[config.mk]
export PLATFORM = sky130hd
export DESIGN_NAME = data_mem_ctrl_flat
export DESIGN_NICKNAME = d
export VERILOG_FILES = /design/src/rtl/data_mem_ctrl_if.sv /design/src/rtl/data_mem_ctrl.sv /design/src/flat_wrapper.sv
export SDC_FILE = /design/constraint.sdc
export NUM_CORES = 1
export LEC_CHECK = 0
export ABC_CLOCK_PERIOD_IN_PS = 23300
export CAP_MARGIN = 0
export CORE_AREA = 2 2 187 189
export DETAILED_ROUTE_END_ITERATION = 10
export DIE_AREA = 0 0 189 191
export GPL_TIMING_DRIVEN = 0
export PLACE_DENSITY = 0.85
export SLEW_MARGIN = 20
export SYNTH_ARGS = -nofsm -noshare
export SYNTH_HDL_FRONTEND = slang
export SYNTH_SLANG_ARGS = --single-unit
[constraint.sdc]
create_clock -name clk -period 23.3 [get_ports clk]
set_input_delay 4.66 -clock clk [delete_from_list [all_inputs] [get_ports clk]]
set_output_delay 4.66 -clock clk [all_outputs]
set_load 0.02 [all_outputs]
[src/rtl/data_mem_ctrl_if.sv]
// Request/response bus between the CPU load/store stage and the data memory controller.
// The master issues valid/ready requests; the slave answers with a one-cycle response pulse.
interface data_mem_ctrl_if #(
  parameter int DATA_W = 19,
  parameter int ADDR_W = 4
);
  logic              req_valid;
  logic              req_ready;
  logic [1:0]        req_op;
  logic [ADDR_W-1:0] req_addr;
  logic [DATA_W-1:0] req_wdata;
  logic              rsp_valid;
  logic [DATA_W-1:0] rsp_data;
  logic              rsp_err;
  logic              busy;

  modport master (
    output req_valid, req_op, req_addr, req_wdata,
    input  req_ready, rsp_valid, rsp_data, rsp_err, busy
  );

  modport slave (
    input  req_valid, req_op, req_addr, req_wdata,
    output req_ready, rsp_valid, rsp_data, rsp_err, busy
  );
endinterface

[src/rtl/data_mem_ctrl.sv]
// Flip-flop data memory with registered responses, atomic fetch-and-add and a clear sweep.
// The preload image is restored on reset, which is why the array cannot be a RAM macro.
module data_mem_ctrl #(
  parameter int DATA_W = 19,
  parameter int ADDR_W = 4,
  parameter int DEPTH  = 16,
  parameter int INIT_N = 5,
  parameter logic [INIT_N*DATA_W-1:0] INIT_VEC =
    {DATA_W'(3), DATA_W'(0), DATA_W'(0), DATA_W'(7), DATA_W'(5)}
) (
  input  logic                 clk,
  input  logic                 reset,
  data_mem_ctrl_if.slave       io_bus
);
  localparam int IDX_W = (DEPTH > 1) ? $clog2(DEPTH) : 1;
  // Zero-extended image so every word index is a legal slice during reset.
  localparam logic [DEPTH*DATA_W-1:0] INIT_FULL = (DEPTH*DATA_W)'(INIT_VEC);
  localparam logic [IDX_W-1:0] LAST_IDX = IDX_W'(DEPTH - 1);

  typedef enum logic [1:0] {S_IDLE, S_RMW, S_CLEAR} state_e;
  typedef enum logic [1:0] {OP_READ, OP_WRITE, OP_ADD, OP_CLEAR} op_e;

  state_e            r_state;
  logic [DATA_W-1:0] r_mem [DEPTH];
  logic [IDX_W-1:0]  r_ptr;
  logic [IDX_W-1:0]  r_addr;
  logic [DATA_W-1:0] r_wdata;
  logic [DATA_W-1:0] r_old;
  logic              r_rsp_valid;
  logic [DATA_W-1:0] r_rsp_data;
  logic              r_rsp_err;
  logic              r_busy;

  logic              w_accept;
  logic              w_in_range;
  logic [IDX_W-1:0]  w_idx;

  function automatic logic [DATA_W-1:0] add_wrap(input logic [DATA_W-1:0] a,
                                                  input logic [DATA_W-1:0] b);
    return a + b;
  endfunction

  function automatic logic addr_ok(input logic [ADDR_W-1:0] a);
    return 32'(a) < DEPTH;
  endfunction

  assign io_bus.req_ready = (r_state == S_IDLE) && !reset;
  assign w_accept         = io_bus.req_valid && io_bus.req_ready;
  assign w_in_range       = addr_ok(io_bus.req_addr);
  assign w_idx            = io_bus.req_addr[IDX_W-1:0];

  assign io_bus.rsp_valid = r_rsp_valid;
  assign io_bus.rsp_data  = r_rsp_data;
  assign io_bus.rsp_err   = r_rsp_err;
  assign io_bus.busy      = r_busy;

  always_ff @(posedge clk or posedge reset) begin
    if (reset) begin
      r_state     <= S_IDLE;
      r_ptr       <= '0;
      r_addr      <= '0;
      r_wdata     <= '0;
      r_old       <= '0;
      r_rsp_valid <= 1'b0;
      r_rsp_data  <= '0;
      r_rsp_err   <= 1'b0;
      r_busy      <= 1'b0;
      for (int i = 0; i < DEPTH; i++) r_mem[i] <= INIT_FULL[i*DATA_W +: DATA_W];
    end else begin
      r_rsp_valid <= 1'b0;
      case (r_state)
        S_IDLE: begin
          if (w_accept) begin
            if (op_e'(io_bus.req_op) == OP_CLEAR) begin
              r_ptr   <= '0;
              r_busy  <= 1'b1;
              r_state <= S_CLEAR;
            end else if (!w_in_range) begin
              r_rsp_valid <= 1'b1;
              r_rsp_err   <= 1'b1;
              r_rsp_data  <= '0;
            end else begin
              case (op_e'(io_bus.req_op))
                OP_READ: begin
                  r_rsp_valid <= 1'b1;
                  r_rsp_err   <= 1'b0;
                  r_rsp_data  <= r_mem[w_idx];
                end
                OP_WRITE: begin
                  r_mem[w_idx] <= io_bus.req_wdata;
                  r_rsp_valid  <= 1'b1;
                  r_rsp_err    <= 1'b0;
                  r_rsp_data   <= io_bus.req_wdata;
                end
                default: begin
                  r_addr  <= w_idx;
                  r_wdata <= io_bus.req_wdata;
                  r_old   <= r_mem[w_idx];
                  r_busy  <= 1'b1;
                  r_state <= S_RMW;
                end
              endcase
            end
          end
        end
        S_RMW: begin
          r_mem[r_addr] <= add_wrap(r_old, r_wdata);
          r_rsp_valid   <= 1'b1;
          r_rsp_err     <= 1'b0;
          r_rsp_data    <= r_old;
          r_busy        <= 1'b0;
          r_state       <= S_IDLE;
        end
        S_CLEAR: begin
          // One word per cycle; the response lands on the edge that writes the last word.
          r_mem[r_ptr] <= '0;
          if (r_ptr == LAST_IDX) begin
            r_rsp_valid <= 1'b1;
            r_rsp_err   <= 1'b0;
            r_rsp_data  <= '0;
            r_busy      <= 1'b0;
            r_state     <= S_IDLE;
          end else begin
            r_ptr <= r_ptr + 1'b1;
          end
        end
        default: r_state <= S_IDLE;
      endcase
    end
  end
endmodule

[src/flat_wrapper.sv]
// flat-port wrapper written by rule: the top's interface ports become plain ports
module data_mem_ctrl_flat 
#(
  parameter int DATA_W = 19,
  parameter int ADDR_W = 4,
  parameter int DEPTH  = 16,
  parameter int INIT_N = 5,
  parameter logic [INIT_N*DATA_W-1:0] INIT_VEC =
    {DATA_W'(3), DATA_W'(0), DATA_W'(0), DATA_W'(7), DATA_W'(5)}
)
  (clk, reset, io_bus_req_valid, io_bus_req_op, io_bus_req_addr, io_bus_req_wdata, io_bus_req_ready, io_bus_rsp_valid, io_bus_rsp_data, io_bus_rsp_err, io_bus_busy);
  data_mem_ctrl_if #(.DATA_W(DATA_W), .ADDR_W(ADDR_W)) io_bus_i ();
  input  logic clk;
  input  logic reset;
  input wire logic [$bits(io_bus_i.req_valid)-1:0] io_bus_req_valid;
  input wire logic [$bits(io_bus_i.req_op)-1:0] io_bus_req_op;
  input wire logic [$bits(io_bus_i.req_addr)-1:0] io_bus_req_addr;
  input wire logic [$bits(io_bus_i.req_wdata)-1:0] io_bus_req_wdata;
  output wire logic [$bits(io_bus_i.req_ready)-1:0] io_bus_req_ready;
  output wire logic [$bits(io_bus_i.rsp_valid)-1:0] io_bus_rsp_valid;
  output wire logic [$bits(io_bus_i.rsp_data)-1:0] io_bus_rsp_data;
  output wire logic [$bits(io_bus_i.rsp_err)-1:0] io_bus_rsp_err;
  output wire logic [$bits(io_bus_i.busy)-1:0] io_bus_busy;
  assign io_bus_i.req_valid = io_bus_req_valid;
  assign io_bus_i.req_op = io_bus_req_op;
  assign io_bus_i.req_addr = io_bus_req_addr;
  assign io_bus_i.req_wdata = io_bus_req_wdata;
  assign io_bus_req_ready = io_bus_i.req_ready;
  assign io_bus_rsp_valid = io_bus_i.rsp_valid;
  assign io_bus_rsp_data = io_bus_i.rsp_data;
  assign io_bus_rsp_err = io_bus_i.rsp_err;
  assign io_bus_busy = io_bus_i.busy;
  data_mem_ctrl #(.DATA_W(DATA_W), .ADDR_W(ADDR_W), .DEPTH(DEPTH), .INIT_N(INIT_N), .INIT_VEC(INIT_VEC)) u_core (.clk(clk), .reset(reset), .io_bus(io_bus_i));
endmodule
==> results by group <==
Clock tree
  • Clock slew at reported path FFs: 60 ps
  • Buffer levels on the longest clock path: 3
  • Total clock buffers created by CTS: 39
  • Number of H-tree branching levels: 2
  • Hold buffer count at cts: 0
  • TritonCTS clock tree: built
  • Source-to-sink clock delay at the later pin of the worst-skew pair: 550 ps
  • Root Driver: sky130_fd_sc_hd__clkbuf_16
  • Buffer count from post-CTS setup fixing: 0
  • Number of cells upsized or downsized after cts: 0
  • Clock Sinks: 373

Logic synthesis
  • Most used flip-flop cell after synthesis: sky130_fd_sc_hd__dfrtp_1
  • Mapped Cells: 1,992
  • Synth async-reset ratio: 100%
  • Portion of the post-synthesis area used by sequential elements: 46.9%
  • Total nets after synthesis: 2,047
  • Total of warnings raised by yosys: 0
  • Count of cell types in the netlist: 73
  • Post-synth EDFFs: 0
  • Mapped Area: 19,900 sq um
  • Total of flip-flops plus latches after synthesis: 373
  • Mean instance size in the synthesized netlist: 10.0 sq um

Place
  • Cell area after placement: 21,000 sq um
  • Detailed placement HPWL: 53.0 mm
  • Number of buffers added on ports: 47
  • Final estimated routing congestion in global placement: 1.09

Worst setup path
  • Critical path peak fanout: 3
  • Critical path startpoint category: input port
  • Gate family responsible for the most delay along the worst path: buffers and inverters
  • Worst Path Required: 18,640 ps
  • Arrival time of the worst setup path: 5950 ps
  • Maximum single-stage delay on the critical path: 610 ps
  • Critical-path cell with the highest stage delay: sky130_fd_sc_hd__clkdlybuf4s50_1
  • FF-to-FF setup slack: 19,400 ps
  • CP endpoint kind: primary output
  • RR Startpoint: u_core.r_state[0]
  • Worst Path Class, Setup: in2out
  • Worst Reg-to-Reg Cells: 11
  • Number of buffers and inverters on the critical path: 2
  • Cell mode on critical path: sky130_fd_sc_hd__clkdlybuf4s50_1
  • Cells traversed along the worst timing path: clkdlybuf4s50_1 -> nor2b_1 -> clkdlybuf4s50_1

Floorplanning
  • Vertical die dimension: 191 um
  • Total I/O pin count: 51
  • Core box area: 34,100 sq um
  • Effective utilization at floorplan: 58.4%
  • Die X-Extent: 189 um
  • Die area: 36,100 sq um
  • Std cell rows: 68

Route
  • DRC: 0
  • Final routed wirelength across all metal layers: 73.1 mm
  • Number of nets still failing antenna checks after routing: 0
  • DR pass1 iterations: 8
  • First DRT Iteration DRCs: 2,725
  • Detailed-route vias per instance: 7.29
  • DR vias: 18,703
  • Mean routed wirelength per cell: 28.5 um

Global route
  • Vias in the first global route: 18,372
  • Overflow after GRT: 0
  • Global router's overall resource usage: 40.9%
  • Global-route wire length before repair: 110 mm
  • Number of antenna violations at the first check in global routing: 2
  • Maximum number of pins on one net before global-route repair: 108

Run
  • Maximum Capacitance Violations: 0

Pwr
  • Power density cells: 167 nW/um^2
  • Leakage: 0.00925 uW
  • Overall Power: 3740 uW
  • Maximum ir drop on the vdd rail: 0.0000928 V

STA
  • Setup Total Neg Slack: 0 ps
  • Maximum achievable frequency: 0.0942 GHz
  • Post-route fraction of the period consumed by the critical path: 45.5%
  • RSZ-0062 raised after global routing: no
  • Transition time at the pin with the least slew margin: 1280 ps
  • Max-slew violation total from the final report: 0
  • Setup-failing EPs final: 0
  • Final hold viol count: 0
  • Final period demand of the worst path: 10,610 ps
  • Worst max-slew margin expressed relative to the limit: 14.0%
  • Worst setup skew after layout: 13.1 ps

Finish
  • Area growth from synthesis to layout: 12.3%
  • Final net count: 2,138
  • Layout Cell Area excl Fill: 22,400 sq um
  • Final Util: 65.6%
  • Share of layout cells above drive strength 1: 13.2%

Hold path
  • Hold Crit Class: reg2reg
  • Hold depth: 2
  • Worst hold start: u_core.io_bus.rsp_data[7]
  • Worst hold endpoint: u_core.io_bus.rsp_data[7]

Status
  • Result of the run: finished, final reports clean
area by class of cell:
type	instances	area, sq um
fillers	2565	11800
multi-input cells	1425	9770
flip-flops and latches	373	9340
clock buffers	53	1140
plain buffers	180	748
well taps	455	569
repair buffers	50	553
clock inverters	14	175
inverters	14	60.1
diodes	2	5.00
stage by stage:
step	std cells	hold slack [ps]	setup slack (ps)
3_3_place_gp	2494	456	4170
5_1_grt	2564	493	12660
2_1_floorplan	1992	444	8290
4_1_cts	2564	481	12690
3_5_place_dp	2497	465	12690
6_report	2566	479	12690
cell usage after synthesis (5+ instances only):
master	number	area share [%]
sky130_fd_sc_hd__a21o_1	7	0.26
sky130_fd_sc_hd__a21oi_1	211	5.3
sky130_fd_sc_hd__a221o_1	7	0.35
sky130_fd_sc_hd__a22o_1	5	0.22
sky130_fd_sc_hd__a22oi_1	8	0.30
sky130_fd_sc_hd__a31oi_1	22	0.69
sky130_fd_sc_hd__and2_1	5	0.16
sky130_fd_sc_hd__buf_1	23	0.43
sky130_fd_sc_hd__buf_2	37	0.93
sky130_fd_sc_hd__buf_4	5	0.19
sky130_fd_sc_hd__clkbuf_1	114	2.1
sky130_fd_sc_hd__dfrtp_1	366	46
sky130_fd_sc_hd__dfstp_2	7	0.92
sky130_fd_sc_hd__ha_1	26	1.6
sky130_fd_sc_hd__inv_1	14	0.26
sky130_fd_sc_hd__mux2_2	40	2.3
sky130_fd_sc_hd__mux4_2	95	11
sky130_fd_sc_hd__nand2_1	403	7.6
sky130_fd_sc_hd__nand2b_1	14	0.44
sky130_fd_sc_hd__nand3_1	18	0.45
sky130_fd_sc_hd__nand4_1	9	0.28
sky130_fd_sc_hd__nor2_1	54	1.0
sky130_fd_sc_hd__nor2b_1	28	0.88
sky130_fd_sc_hd__nor3_1	15	0.38
sky130_fd_sc_hd__o21a_1	7	0.26
sky130_fd_sc_hd__o21ai_0	209	5.3
sky130_fd_sc_hd__o21ai_1	12	0.30
sky130_fd_sc_hd__o221ai_1	119	5.2
sky130_fd_sc_hd__o221ai_2	10	0.75
sky130_fd_sc_hd__o22ai_1	9	0.28
sky130_fd_sc_hd__o31a_1	7	0.31
sky130_fd_sc_hd__o31ai_1	8	0.30
sky130_fd_sc_hd__xnor2_1	7	0.31
sky130_fd_sc_hd__xor2_1	8	0.35
power by group:
part | switching, uW | internal, uW | total, uW
registers | 163 | 921 | 1080
clock network | 268 | 386 | 655
logic | 1400 | 596 | 2000
total | 1840 | 1900 | 3740
kinds of logic (layout without fill, tap and decap cells):
logic type / after synthesis / in the layout / synth area share (%)
other cells: 1 / 3 / 0.0188
simple gates: 570 / 570 / 12.1
flops: 373 / 373 / 46.9
xor+xnor: 16 / 16 / 0.742
fa+ha+maj: 27 / 27 / 1.73
compound gates: 675 / 675 / 21.4
mux: 136 / 136 / 13.1
buf+inv: 194 / 311 / 4.02
worst max path at each step:
stage / end / slack [ps] / startpoint / depth (start not counted)
floorplan: asynchronous set/reset pin / 8290 / reset / 1
global route: io_bus_req_ready / 12660 / reset / 3
detailed placement: io_bus_req_ready / 12690 / reset / 3
CTS: io_bus_req_ready / 12690 / reset / 3
global placement: asynchronous set/reset pin / 4170 / reset / 2
finish: io_bus_req_ready / 12690 / reset / 3
placed cells by master, fill, tap and decap left out, types with 9 or more instances in the layout:
master / synthesis / routed
sky130_fd_sc_hd__nand2_1: 403 / 403
sky130_fd_sc_hd__dfrtp_1: 366 / 366
sky130_fd_sc_hd__a21oi_1: 211 / 211
sky130_fd_sc_hd__o21ai_0: 209 / 209
sky130_fd_sc_hd__clkbuf_1: 114 / 119
sky130_fd_sc_hd__o221ai_1: 119 / 119
sky130_fd_sc_hd__mux4_2: 95 / 95
sky130_fd_sc_hd__nor2_1: 54 / 54
sky130_fd_sc_hd__clkdlybuf4s50_1: 0 / 47
sky130_fd_sc_hd__clkbuf_16: 0 / 41
sky130_fd_sc_hd__mux2_2: 40 / 40
sky130_fd_sc_hd__buf_2: 37 / 37
sky130_fd_sc_hd__nor2b_1: 28 / 28
sky130_fd_sc_hd__ha_1: 26 / 26
sky130_fd_sc_hd__buf_1: 23 / 23
sky130_fd_sc_hd__a31oi_1: 22 / 22
sky130_fd_sc_hd__nand3_1: 18 / 18
sky130_fd_sc_hd__nor3_1: 15 / 15
sky130_fd_sc_hd__nand2b_1: 14 / 14
sky130_fd_sc_hd__inv_1: 14 / 13
sky130_fd_sc_hd__o21ai_1: 12 / 12
sky130_fd_sc_hd__o221ai_2: 10 / 10
sky130_fd_sc_hd__nand4_1: 9 / 9
sky130_fd_sc_hd__o22ai_1: 9 / 9
worst min-delay path, stage by stage (launching register included):
cell and delay [ps]:
sky130_fd_sc_hd__dfrtp_1 340, sky130_fd_sc_hd__nand2_1 40, sky130_fd_sc_hd__o21ai_0 60
metal layers:
layer  vias to the layer above  share of wire, %  wire length (um)  track usage (%)
met2                      1675                44             32300             61.9
met3                       345                15             11200             16.0
li1                       7557                 -                 -                -
met4                         2               6.0              4390             21.9
met1                      9124                34             25200             50.8
met5                         -             0.018                13                0
Power figures use the tool's default switching activity.
